<file path="config.mk">
export PLATFORM = sky130hd
export DESIGN_NAME = vadd_float_join
export DESIGN_NICKNAME = d
export VERILOG_FILES = /design/src/rtl/vadd_float_pkg.sv /design/src/rtl/vadd_float_fifo.sv /design/src/rtl/vadd_float_join.sv
export SDC_FILE = /design/constraint.sdc
export NUM_CORES = 1
export LEC_CHECK = 0
export ABC_AREA = 1
export CAP_MARGIN = 20
export CORE_ASPECT_RATIO = 0.75
export CORE_MARGIN = 2
export CORE_UTILIZATION = 25
export CTS_CLUSTER_SIZE = 8
export DETAILED_ROUTE_END_ITERATION = 12
export DONT_BUFFER_PORTS = 1
export GPL_ROUTABILITY_DRIVEN = 1
export HOLD_SLACK_MARGIN = 0.06
export PLACE_DENSITY = 0.45
export SETUP_SLACK_MARGIN = 0.05
export SLEW_MARGIN = 20
export SYNTH_ARGS = -nofsm -noshare
export SYNTH_HDL_FRONTEND = slang
export SYNTH_SLANG_ARGS = --single-unit
</file>
<file path="constraint.sdc">
create_clock -name ap_aclk -period 3.84 [get_ports ap_aclk]
set_input_delay 0.768 -clock ap_aclk [delete_from_list [all_inputs] [get_ports ap_aclk]]
set_output_delay 0.768 -clock ap_aclk [all_outputs]
set_load 0.02 [all_outputs]
</file>
<file path="src/rtl/vadd_float_pkg.sv">
// Shared defaults and helpers for the vadd_float operand-join path.
package vadd_float_pkg;

  localparam int DEF_TDATA_WIDTH = 32;
  localparam int DEF_FIFO_DEPTH  = 4;

  // Ceiling log2, usable in constant expressions for pointer widths.
  function automatic int clog2(input int value);
    int r;
    r = 0;
    while ((1 << r) < value) r = r + 1;
    return r;
  endfunction

endpackage

</file>
<file path="src/rtl/vadd_float_fifo.sv">
// First-word-fall-through buffer; a pushed entry is at the head 1 cycle later.
// Backpressure: in_rdy is low when full or in reset, from registered occupancy only.
module vadd_float_fifo
  import vadd_float_pkg::*;
#(
  parameter int WIDTH = DEF_TDATA_WIDTH,
  parameter int DEPTH = DEF_FIFO_DEPTH
) (
  input  logic             ap_aclk,
  input  logic             ap_areset,
  input  logic             in_vld,
  output logic             in_rdy,
  input  logic [WIDTH-1:0] in_dat,
  output logic             out_vld,
  input  logic             out_rdy,
  output logic [WIDTH-1:0] out_dat
);

  localparam int AW = clog2(DEPTH);
  localparam logic [AW:0] FULL_CNT = (AW+1)'(DEPTH);

  logic [WIDTH-1:0] mem [DEPTH];
  logic [AW-1:0]    wr_ptr;
  logic [AW-1:0]    rd_ptr;
  logic [AW:0]      count;
  logic             push;
  logic             pop;

  // A pop in the same cycle never frees a slot for a push when full.
  assign in_rdy  = ~ap_areset & (count < FULL_CNT);
  assign out_vld = ~ap_areset & (count != '0);
  assign push    = in_vld & in_rdy;
  assign pop     = out_vld & out_rdy;
  assign out_dat = mem[rd_ptr];

  always_ff @(posedge ap_aclk) begin
    if (ap_areset) begin
      wr_ptr <= '0;
      rd_ptr <= '0;
      count  <= '0;
    end else begin
      if (push) wr_ptr <= wr_ptr + AW'(1);
      if (pop)  rd_ptr <= rd_ptr + AW'(1);
      case ({push, pop})
        2'b10:   count <= count + (AW+1)'(1);
        2'b01:   count <= count - (AW+1)'(1);
        default: count <= count;
      endcase
    end
  end

  always_ff @(posedge ap_aclk) begin
    if (push) mem[wr_ptr] <= in_dat;
  end

endmodule

</file>
<file path="src/rtl/vadd_float_join.sv">
// Pairs operand streams A and B into one {B,A} beat for vadd_float_adder; latency 1 cycle.
// Backpressure: each input buffers independently; both heads pop together on the output handshake.
module vadd_float_join
  import vadd_float_pkg::*;
#(
  parameter int C_AXIS_TDATA_WIDTH = DEF_TDATA_WIDTH,
  parameter int C_FIFO_DEPTH       = DEF_FIFO_DEPTH
) (
  input  logic                            ap_aclk,
  input  logic                            ap_areset,
  input  logic                            s_axis_a_tvalid,
  output logic                            s_axis_a_tready,
  input  logic [C_AXIS_TDATA_WIDTH-1:0]   s_axis_a_tdata,
  input  logic [C_AXIS_TDATA_WIDTH/8-1:0] s_axis_a_tkeep,
  input  logic                            s_axis_a_tlast,
  input  logic                            s_axis_b_tvalid,
  output logic                            s_axis_b_tready,
  input  logic [C_AXIS_TDATA_WIDTH-1:0]   s_axis_b_tdata,
  input  logic [C_AXIS_TDATA_WIDTH/8-1:0] s_axis_b_tkeep,
  input  logic                            s_axis_b_tlast,
  output logic                            m_axis_ab_tvalid,
  input  logic                            m_axis_ab_tready,
  output logic [2*C_AXIS_TDATA_WIDTH-1:0] m_axis_ab_tdata,
  output logic [C_AXIS_TDATA_WIDTH/4-1:0] m_axis_ab_tkeep,
  output logic                            m_axis_ab_tlast,
  output logic [31:0]                     beat_cnt,
  output logic                            last_err
);

  localparam int W = C_AXIS_TDATA_WIDTH;
  localparam int K = C_AXIS_TDATA_WIDTH / 8;

  typedef struct packed {
    logic         last;
    logic [K-1:0] keep;
    logic [W-1:0] data;
  } beat_t;

  beat_t       a_in;
  beat_t       b_in;
  beat_t       a_head;
  beat_t       b_head;
  logic        a_vld;
  logic        b_vld;
  logic        pair_hs;
  logic [31:0] beat_cnt_q;
  logic        last_err_q;

  assign a_in = {s_axis_a_tlast, s_axis_a_tkeep, s_axis_a_tdata};
  assign b_in = {s_axis_b_tlast, s_axis_b_tkeep, s_axis_b_tdata};

  vadd_float_fifo #(
    .WIDTH ($bits(beat_t)),
    .DEPTH (C_FIFO_DEPTH)
  ) u_fifo_a (
    .ap_aclk   (ap_aclk),
    .ap_areset (ap_areset),
    .in_vld    (s_axis_a_tvalid),
    .in_rdy    (s_axis_a_tready),
    .in_dat    (a_in),
    .out_vld   (a_vld),
    .out_rdy   (pair_hs),
    .out_dat   (a_head)
  );

  vadd_float_fifo #(
    .WIDTH ($bits(beat_t)),
    .DEPTH (C_FIFO_DEPTH)
  ) u_fifo_b (
    .ap_aclk   (ap_aclk),
    .ap_areset (ap_areset),
    .in_vld    (s_axis_b_tvalid),
    .in_rdy    (s_axis_b_tready),
    .in_dat    (b_in),
    .out_vld   (b_vld),
    .out_rdy   (pair_hs),
    .out_dat   (b_head)
  );

  // Output is a pure view of the two heads, so it holds still while stalled.
  assign m_axis_ab_tvalid = a_vld & b_vld;
  assign pair_hs          = m_axis_ab_tvalid & m_axis_ab_tready;
  assign m_axis_ab_tdata  = {b_head.data, a_head.data};
  assign m_axis_ab_tkeep  = {b_head.keep, a_head.keep};
  assign m_axis_ab_tlast  = a_head.last | b_head.last;
  assign beat_cnt         = beat_cnt_q;
  assign last_err         = last_err_q;

  always_ff @(posedge ap_aclk) begin
    if (ap_areset) begin
      beat_cnt_q <= '0;
      last_err_q <= 1'b0;
    end else if (pair_hs) begin
      beat_cnt_q <= beat_cnt_q + 32'd1;
      if (a_head.last != b_head.last) last_err_q <= 1'b1;
    end
  end

endmodule

</file>
# After elaboration in Yosys (flattened, before gate mapping)
# Memories as Yosys holds them, arrays and structs flattened. A register that Yosys moved wholly into a read port is not among the register bits.
# Cells that the tools add are included.
# totals
mem_bits_rw	296
memories	2
output_inout_bits	109
elab_cells	53
regBits	47
# classes
bitwise	12
n_addsub	9
n_eq_ne	5
order_cmp	2
n_reduce_logical	5
n_mux	10
# memory_table
name	depth	word_bits	read_ports	rd_ports_with_merged_regs	wr	line	source
u_fifo_a.mem	4	37	1	1	1	vadd_float_fifo.sv:22	logic [WIDTH-1:0] mem [DEPTH];
u_fifo_b.mem	4	37	1	1	1	vadd_float_fifo.sv:22	
# op_table
op	n
32-bit by 1-bit adder with 32-bit output (second input constant)	1
3-bit one-hot mux with 2 select lines	2
1-bit AND	10
2-bit by 1-bit adder with 2-bit output (second input constant)	4
2-bit two-way mux	4
3-bit by 1-bit adder with 3-bit output (second input constant)	2
3-bit less-than comparator (second input constant)	2
3-bit nonzero test	2
3-bit by 1-bit subtractor with 3-bit output (second input constant)	2
2-bit by 1-bit equality test with 1-bit output (second input constant)	2
2-bit equality test (second input constant)	2
1-bit two-way mux	4
2-bit nonzero test	2
2-bit AND reduction	1
1-bit != test	1
1-bit NOT	1
1-bit OR	1

# Depth between registers and ports, before layout
# Gate-level depths: netlist of the first run.
# depth
depth_word	7
mapped_depth	12

# By module
# A second synthesis of the first run with hierarchy kept.
# unflattened
hier_cells	1147
hier_area_um2	13855.8
# modules_own_cells
mod	area_per_inst_um2	cells_per_inst	n_inst
vadd_float_fifo	5967.0	425	2
vadd_float_join	1921.8	297	1

# Least setup slack after synthesis of the first run
# OpenSTA, ideal clock, no wires.
# synth_timing
path_kind	input to register
startpoint	in ap_areset
endpoint	mem u_fifo_a.mem[0][0] (netlist name), enable pin
cell_stages	3
required_ns	3.409
setup_slack_ns	0.458
arrival_time_ns	2.950
setup_time_ns	0.431
path_cell_list	nor2_1 > nand2_1 > nor2_1
# synth_between
elab_chain_len	5
# synth_lines
item	line	source
start, declared	vadd_float_join.sv:10	input logic ap_areset,
1-bit NOT	vadd_float_fifo.sv:30	assign in_rdy = ~ap_areset & (count < FULL_CNT);
1-bit AND	vadd_float_fifo.sv:30	
1-bit AND	vadd_float_fifo.sv:32	assign push = in_vld & in_rdy;
1-bit two-way mux	vadd_float_fifo.sv:53	if (push) mem[wr_ptr] <= in_dat;
1-bit two-way mux (not written as such)	vadd_float_fifo.sv:53	
end, declared	vadd_float_fifo.sv:22	
# No other way between the ends.

==> impl_results.md, run 1 <==
- Worst-Skew Late Latency: around 560 ps
- Layout cells sized above 1: 9.64%
- Port Buffers: 0
- Row count: 74
- CP endpoint kind: output port
- WL/cell: 17.7 um
- Largest net degree at the start of global routing: 75
- Clock slew at reported path FFs: 60 ps
- Leading cell type in the layout, fill and taps excluded: edfxtp_1
- TNS Setup: 0 ps
- Routability cong.: 0.720
- Post-Layout Cell Count: ~1,900
- # IOs: 188
- # clock sinks: roughly 350
- Yosys reg bits: 347
- Final setup violation count: 0
- Seq/Total Area, Yosys: approximately 73%
- Synth Warn #: 0
- Final Skew: 13.3 ps
- CTS Hold Bufs: 0
- WHS Path Cells: 1
- Achievable frequency: 0.314 GHz
- Area growth, synth to finish: 16.6%
- Die Ht: 206 um
- Global route overflow: 0
- Syn Nets: between 1,000 and 1,500
- Post-CTS sizing: 0
- Most frequent cells in the layout: edfxtp_1, nor2_1, o21ai_0, nand2_1, o22ai_1
- First-pass GRT wire length: approximately 50,000 um
- Outcome: completed
- Final period utilization: 83.0%
- DR iter-0 viols: 450
- Die width: 274 um
- Post-synthesis cell area: 0.0137 mm2
- Reg2Reg Setup Slack: 1400 ps
- Worst setup SP type: register
- Final Max Slew Viols: 0
- Vias: around 8,300
- Total GRT Usage: 11.6%
- Leak pwr: roughly 5.3 nW
- Total core area: 0.0543 mm2
- Vias in the first global route: 8,082
- Initial core utilization: ~25%
- Worst VDD drop: 283 uV
- CP Data Arrival Time: 2420 ps
- Post-CTS Setup Inserts: 0
- Vias/cell: 4.39
- Syn Area/Cell: between 10 and 15 um2
- Slew headroom: 36.4%
- Total iterations of the first detailed-routing run: 4
- Pwr dens: around 530 mW/mm2
- Total CTS buffers: 49
- Minimum hold slack: between 200 and 300 ps
- RSZ-0062 raised after global routing: no
- Path type of the worst min-delay path: input pin to register
- Post-detail-place hpwl: 19,400 um
- Antenna Nets Post-Route: 0
- Crit-path max FO: 44
- Worst EP required: 3070 ps
- Diodes inserted: 0
- Nets: between 1,000 and 1,500
- Die ar.: 0.0565 mm2
- Drt total wl: 33,500 um
- CTS tree: built
- H-tree levels: 2
- Max_cap viols: 0
- Final hold vios: 0
- Critical path start-end classification: register to output port
- Synth unique cells: 28
- R2R cell count: 8
- Post-Synthesis Cells: 1,133
- Initial antenna violation count: 0
- Minimum clock period: 3190 ps
- Root Driver: clkbuf_16
- Post-route DRC: 0
- Slew of the pin with the lowest slew margin: 952 ps
- Placed cell count: 1,823
- CTS Buffer Depth: 3
- Final Power: 8.42 mW
[worst max-delay path, cell delays in order, from the launching register on]
cell and delay (ps):
dfxtp_2 320, inv_2 550, buf_4 360, o21ai_0 110, o22ai_1 470
[kinds of logic (layout without fill, tap and decap cells)]
kind of cell	count (synthesis)	in the layout	share of synthesized area (%)
AOI/OAI and AO/OA	254	254	10.0
xor gates and xnor gates	4	4	0.256
adders and majority gates	14	14	1.39
buffers and inverters	127	166	3.72
DFF	347	347	72.6
and+or+nand+nor	387	387	12.0
[synthesized netlist by cell type]
cell type	number	share of area, %
a21oi_1	22	0.81
a32o_1	2	0.15
buf_1	2	0.055
buf_2	13	0.48
buf_4	2	0.11
buf_6	1	0.082
clkbuf_1	38	1.0
dfxtp_1	51	7.5
edfxtp_1	296	65
fa_1	2	0.29
ha_1	12	1.1
inv_1	68	1.9
inv_2	3	0.082
nand2_1	96	2.6
nand2_2	3	0.14
nand3_1	24	0.88
nand3_2	6	0.44
nand3b_1	2	0.11
nand4_1	5	0.23
nand4_4	1	0.16
nor2_1	230	6.3
nor2_2	3	0.14
nor2_4	8	0.66
nor3_1	9	0.33
o21ai_0	153	5.6
o21ai_1	5	0.18
o22ai_1	72	3.3
xor2_1	4	0.26
[area by class of cell]
type | count | area [um2]
inverter | 71 | 267
clock buffer | 70 | 1360
clock inverter | 1 | 8.76
fill | 5574 | 38300
tap | 722 | 903
timing repair buffer | 24 | 180
sequential | 347 | 9910
multi-input combinational | 659 | 3300
[worst paths after layout]
path,startpoint,to
worst max-delay path,register,m_axis_ab_tdata[59]
worst min-delay path,ap_areset,beat_cnt[8]
worst max register to register,u_fifo_a.count[2],u_fifo_a.count[1]
worst min register to register,u_fifo_a.count[1],u_fifo_a.count[1]
[layer usage]
metal | vias up | wire (um) | global-route usage (%)
met5 | - | 0 | 0
met4 | 0 | 676 | 3.90
met3 | 48 | 2350 | 4.12
met2 | 172 | 15100 | 17.9
met1 | 4045 | 15400 | 15.2
li1 | 4052 | - | -
[registers in the layout, summed over array words and instances (netlist names), named ones only]
| register | flops |
|---|---|
| u_fifo_a.mem | 148 |
| u_fifo_b.rd_ptr | 2 |
| u_fifo_a.rd_ptr | 2 |
| u_fifo_a.count | 3 |
| u_fifo_a.wr_ptr | 2 |
| u_fifo_b.mem | 148 |
| u_fifo_b.wr_ptr | 2 |
| beat_cnt | 32 |
| last_err | 1 |
| u_fifo_b.count | 3 |
[per-stage QoR]
| stage | area [um2] | util, % | setup WS, ps |
|---|---|---|---|
| after global placement | 14600 | 26.8 | 1020 |
| after floorplan | 13700 | - | 458 |
| final | 15900 | 29.4 | 652 |
| after global routing | 15900 | 29.4 | 430 |
| after detailed placement | 14600 | 26.8 | 1030 |
| after CTS | 15900 | 29.4 | 538 |
[power breakdown]
part / switching [mW] / total, mW / internal, mW
Clock: 1.54 / 3.94 / 2.40
Sequential: 0.0194 / 4.21 / 4.19
Combinational: 0.221 / 0.279 / 0.0572
Total: 1.78 / 8.42 / 6.64
No activity file was read; power rests on OpenSTA's default activity.
==> run 2, diff against run 1 <==
==> constraint.sdc (replaced) <==
create_clock -name ap_aclk -period 3 [get_ports ap_aclk]
set_input_delay 0.6 -clock ap_aclk [delete_from_list [all_inputs] [get_ports ap_aclk]]
set_output_delay 0.6 -clock ap_aclk [all_outputs]
set_load 0.02 [all_outputs]
==> run 2 against run 1 <==
  * Clock-buffer cell count down 1
  * Non-clock buffer count up 8
  * Via count up 1.3%
  * Largest cell class unchanged
  * Critical path type unchanged
==> impl_results.md, run 2 (synthesized netlist as in run 1, its figures left out) <==
- Path type of the worst min-delay path: input pin to register
- Post-detail-place hpwl: 19,700 um
- Minimum hold slack: approximately 110 ps
- Critical path start-end classification: register to output port
- CTS tree: built
- Slew headroom: 57.0%
- Drt total wl: 33,800 um
- # IOs: 188
- Diodes inserted: 0
- CTS Buffer Depth: 3
- WL/cell: about 18 um
- Post-CTS Setup Inserts: 0
- Post-Layout Cell Count: 1,903
- H-tree levels: 2
- Most frequent cells in the layout: edfxtp_1, nor2_1, o21ai_0, nand2_1, o22ai_1
- Root Driver: clkbuf_16
- Total core area: 0.0543 mm2
- Max_cap viols: 0
- TNS Setup: 0 ps
- CP endpoint kind: output port
- First-pass GRT wire length: 50,700 um
- Total iterations of the first detailed-routing run: 5
- Seq pwr share: 49.9%
- Minimum clock period: approximately 2800 ps
- Final period utilization: 92.8%
- Worst VDD drop: about 340 uV
- Routability cong.: 0.773
- Pwr dens: 667 mW/mm2
- Layout cells sized above 1: 10.2%
- Clock network fraction of total power: 46.5%
- Nets: 1,253
- Leak pwr: 5.34 nW
- DR iter-0 viols: approximately 540
- Fin area: 0.0162 mm2
- Leading cell type in the layout, fill and taps excluded: edfxtp_1
- Final WS setup: 215 ps
- Vias/cell: 4.43
- CP Data Arrival Time: 2190 ps
- Worst setup SP type: register
- Initial core utilization: roughly 25%
- Clock slew at reported path FFs: 50 ps
- Final hold vios: 0
- Total GRT Usage: 11.8%
- Crit-path max FO: 50
- Combinational share of power: 3.5%
- Placed cell count: 1,830
- Worst slack, placed: 726 ps
- Worst-Skew Late Latency: between 500 and 600 ps
- Post-route DRC: 0
- # clock sinks: 347
- Port Buffers: 0
- Total CTS buffers: 49
- Achievable frequency: ~0.36 GHz
- Area growth, synth to finish: 18.3%
- Final Skew: 20.2 ps
- Largest net degree at the start of global routing: 75
- Die ar.: 0.0565 mm2
- Reg2Reg Setup Slack: 980 ps
- Outcome: completed
- Placed inst area: 0.0148 mm2
- Row count: 74
- Sw Share: 21.5%
- Vias in the first global route: 8,214
- Final Max Slew Viols: 0
- Initial antenna violation count: 1
- Die width: roughly 270 um
- Final setup violation count: 0
- Sw power: 2.31 mW
- Die Ht: between 200 and 250 um
- Antenna Nets Post-Route: 0
- Vias: 8,422
- P_int: between 8 and 9 mW
- Global route overflow: 0
- Slew of the pin with the lowest slew margin: 654 ps
- RSZ-0062 raised after global routing: no
- Worst EP required: approximately 2400 ps
run 2: changes by cell type in the layout (fill, tap and decap cells not counted):
cell           previous run  this run
buf_12                    0        13
buf_4                    24        18
clkbuf_1                 18        19
clkbuf_16                51        50
clkbuf_8                  1         0
clkinv_1                  0         1
clkinv_8                  0         1
dlygate4sd3_1             0         1
inv_16                    0         1
inv_6                     1         0
o22ai_1                  72        71
o22ai_2                   0         1
run 2: routing by layer:
layer / track usage, % / share of wire (%) / vias up
li1: - / - / 4061
met1: 16.3 / 47 / 4114
met2: 17.6 / 44 / 193
met3: 3.73 / 7.1 / 54
met4: 3.69 / 1.9 / 0
met5: 0 / 0 / -
run 2: final cells by class:
class                   count  area, um2
flip-flops and latches    347       9910
clock buffers              69       1320
multi-input cells         659       3310
fillers                  5542      38100
well taps                 722        903
repair buffers             32        405
clock inverters             3       40.0
inverters                  71        267
run 2: final timing paths:
| check | to | from | cells past startpoint |
|---|---|---|---|
| worst min-delay path | beat_cnt[4] | ap_areset | 1 |
| worst max-delay path | m_axis_ab_tdata[23] | register | 4 |
| worst min register to register | u_fifo_a.count[1] | u_fifo_a.count[1] | 2 |
| worst max register to register | u_fifo_a.count[2] | u_fifo_b.count[2] | 11 |
run 2: repair_timing:
| item | in CTS | in global routing |
|---|---|---|
| gates resized for setup | 0 | 1 |
| endpoints found under the setup margin | 0 | 1 |
| endpoints found under the hold margin | 1 | 0 |
| hold buffers | 1 | 0 |
run 2: critical path: stages, from the launching register on:
cell     delay, ps
dfxtp_2        330
inv_2          360
buf_12         290
o21ai_0        110
o22ai_1        490
run 2: per-stage QoR:
stage	total power, mW	util [%]
after floorplan	5.73	-
after global placement	5.86	27.2
after detailed placement	5.86	27.2
after CTS	11.0	29.8
after global routing	11.2	29.8
final	10.8	29.8
run 2: power by group through the flow:
stage | logic (mW) | clock network [mW] | registers (mW)
after floorplan | 0.260 | 0 | 5.47
after global placement | 0.387 | 0 | 5.47
after detailed placement | 0.390 | 0 | 5.47
after CTS | 0.392 | 5.22 | 5.38
after global routing | 0.420 | 5.43 | 5.38
final | 0.381 | 5.01 | 5.38
==> run 3, diff against run 2 <==
==> constraint.sdc (replaced) <==
create_clock -name ap_aclk -period 3 [get_ports ap_aclk]
set_input_delay 0.6 -clock ap_aclk [delete_from_list [all_inputs] [get_ports ap_aclk]]
set_output_delay 0.6 -clock ap_aclk [all_outputs]
set_load 0.05 [all_outputs]
==> run 3 against run 2 <==
  * Sequential power about the same
  * Via count up 4.3%
  * Wire length up 1.7%
  * Sequential share of layout area down 2.0 points
  * Total power up 1.3%
  * Final area up 3.3%
  * Clock power down 2%
  * Worst setup slack better by 30 ps
==> impl_results.md, run 3 (synthesized netlist as in run 1, its figures left out) <==
- Vias: about 8,800
- Reg2Reg Setup Slack: 1010 ps
- Die Ht: just over 200 um
- Leading cell type in the layout, fill and taps excluded: edfxtp_1
- Layout cells sized above 1: 15.8%
- Slew of the pin with the lowest slew margin: 694 ps
- Sw Share: 22.2%
- Port Buffers: 0
- Vias/cell: 4.44
- Max_cap viols: 0
- Slowest CP cell: inv_1
- P_int: 8.48 mW
- Drt total wl: 34,400 um
- Vias in the first global route: 8,466
- # clock sinks: ~350
- Most frequent cells in the layout: edfxtp_1, nor2_1, o21ai_0, buf_4, nand2_1
- Fin area: 0.0167 mm2
- CP Capture Point: m_axis_ab_tdata[8]
- Largest net degree at the start of global routing: 75
- Hold path start: ap_areset
- Critical path start-end classification: register to output port
- Final period utilization: 91.9%
- CP endpoint kind: output port
- Crit Reg-Reg Endpoint: u_fifo_a.count[2]
- Final WS setup: 244 ps
- Slew headroom: 53.7%
- H-tree levels: 2
- Post-route DRC: 0
- Sw power: 2.43 mW
- Final Skew: around 12 ps
- WL/cell: 17.4 um
- Initial antenna violation count: 0
- Crit path largest cell delay: a little under 500 ps
- Diodes inserted: 0
- Worst-Skew Late Latency: between 500 and 600 ps
- Outcome: completed
- Achievable frequency: 0.363 GHz
- Final hold vios: 0
- Root Driver: clkbuf_16
- CP Buf/Inv Count: 2
- Filler cell count: 5,471
- CTS Buffer Depth: 3
- Final Max Slew Viols: 0
- R2R cell count: 11
- Levels on crit path: 4
- Routability cong.: 0.756
- Post-detail-place hpwl: 20,400 um
- Post-CTS Setup Inserts: 0
- Worst slack, placed: 684 ps
- Total GRT Usage: 11.9%
- Placed cell count: about 1,900
- Total core area: about 0.054 mm2
- Worst VDD drop: approximately 310 uV
- Post-Layout Cell Count: 1,980
- CP Cell Sequence: inv_1, o21ai_0, o22ai_1, buf_4
- Total iterations of the first detailed-routing run: 4
- Global route overflow: 0
- Die width: 274 um
- # IOs: 188
- CP Data Arrival Time: 2160 ps
- Die ar.: 0.0565 mm2
- Final setup violation count: 0
- Cell family with most CP delay: buffers and inverters
- Initial core utilization: 25.2%
- Seq pwr share: 49.3%
- Worst EP required: roughly 2400 ps
- Placed inst area: 0.0154 mm2
- Area growth, synth to finish: 22.2%
- WHS Path Cells: 1
- Reg2reg start: u_fifo_b.count[2]
- Leak pwr: 5.72 nW
- Total CTS buffers: 49
- Crit-path max FO: 16
- Clock network fraction of total power: 45.1%
- Nets: ~1,300
- Combinational share of power: 5.6%
- First-pass GRT wire length: roughly 52,000 um
- Path type of the worst min-delay path: input pin to register
- CTS tree: built
- Minimum hold slack: 102 ps
- Worst setup SP type: register
- Minimum clock period: 2760 ps
- Row count: between 70 and 80
- Clock slew at reported path FFs: 50 ps
- Pwr dens: between 600 and 700 mW/mm2
- Antenna Nets Post-Route: 0
- DR iter-0 viols: 548
- RSZ-0062 raised after global routing: no
run 3: layout make-up:
class	instances	area [um2]	share of cell area [%]
Timing Repair Buffer	111	983	5.89
Clock buffer	68	1310	7.83
Sequential cell	347	9910	59.4
Tap cell	722	903	5.41
Clock inverter	2	17.5	0.105
Inverter	71	269	1.61
Multi-Input combinational cell	659	3300	19.8
run 3: metrics by stage:
| step | utilization [%] | power, mW | TNS (ps) |
|---|---|---|---|
| global placement | 28.3 | 6.09 | 0 |
| CTS | 30.8 | 11.1 | 0 |
| detailed placement | 28.3 | 6.09 | 0 |
| global route | 30.8 | 11.3 | 0 |
| finish | 30.8 | 10.9 | 0 |
| floorplan | - | 5.88 | -48460 |
run 3: metal layers:
layer | share of wire, % | track usage (%) | vias up
met4 | 2.0 | 3.96 | 0
met2 | 46 | 18.2 | 191
met5 | 0 | 0 | -
met1 | 46 | 16.2 | 4312
met3 | 6.6 | 3.44 | 54
li1 | - | - | 4229
run 3: worst min-delay path by stage:
stage	slack [ps]	endpoint
after global placement	480	u_fifo_a.count[1]
after CTS	60	beat_cnt[7]
after floorplan	460	u_fifo_a.count[1]
after detailed placement	490	u_fifo_a.count[1]
final	100	beat_cnt[8]
after global routing	70	beat_cnt[7]
run 3: power groups by stage:
stage	clock network, mW	logic (mW)	registers, mW
6_report	4.92	0.608	5.38
5_1_grt	5.30	0.652	5.38
4_1_cts	5.11	0.620	5.38
3_5_place_dp	0	0.619	5.47
3_3_place_gp	0	0.618	5.47
2_1_floorplan	0	0.404	5.47
run 3: repair_timing:
| action | 4_1_cts | 5_1_grt |
|---|---|---|
| resized for setup | 1 | 0 |
| setup endpoints to repair | 1 | 0 |
| hold buffers | 0 | 0 |
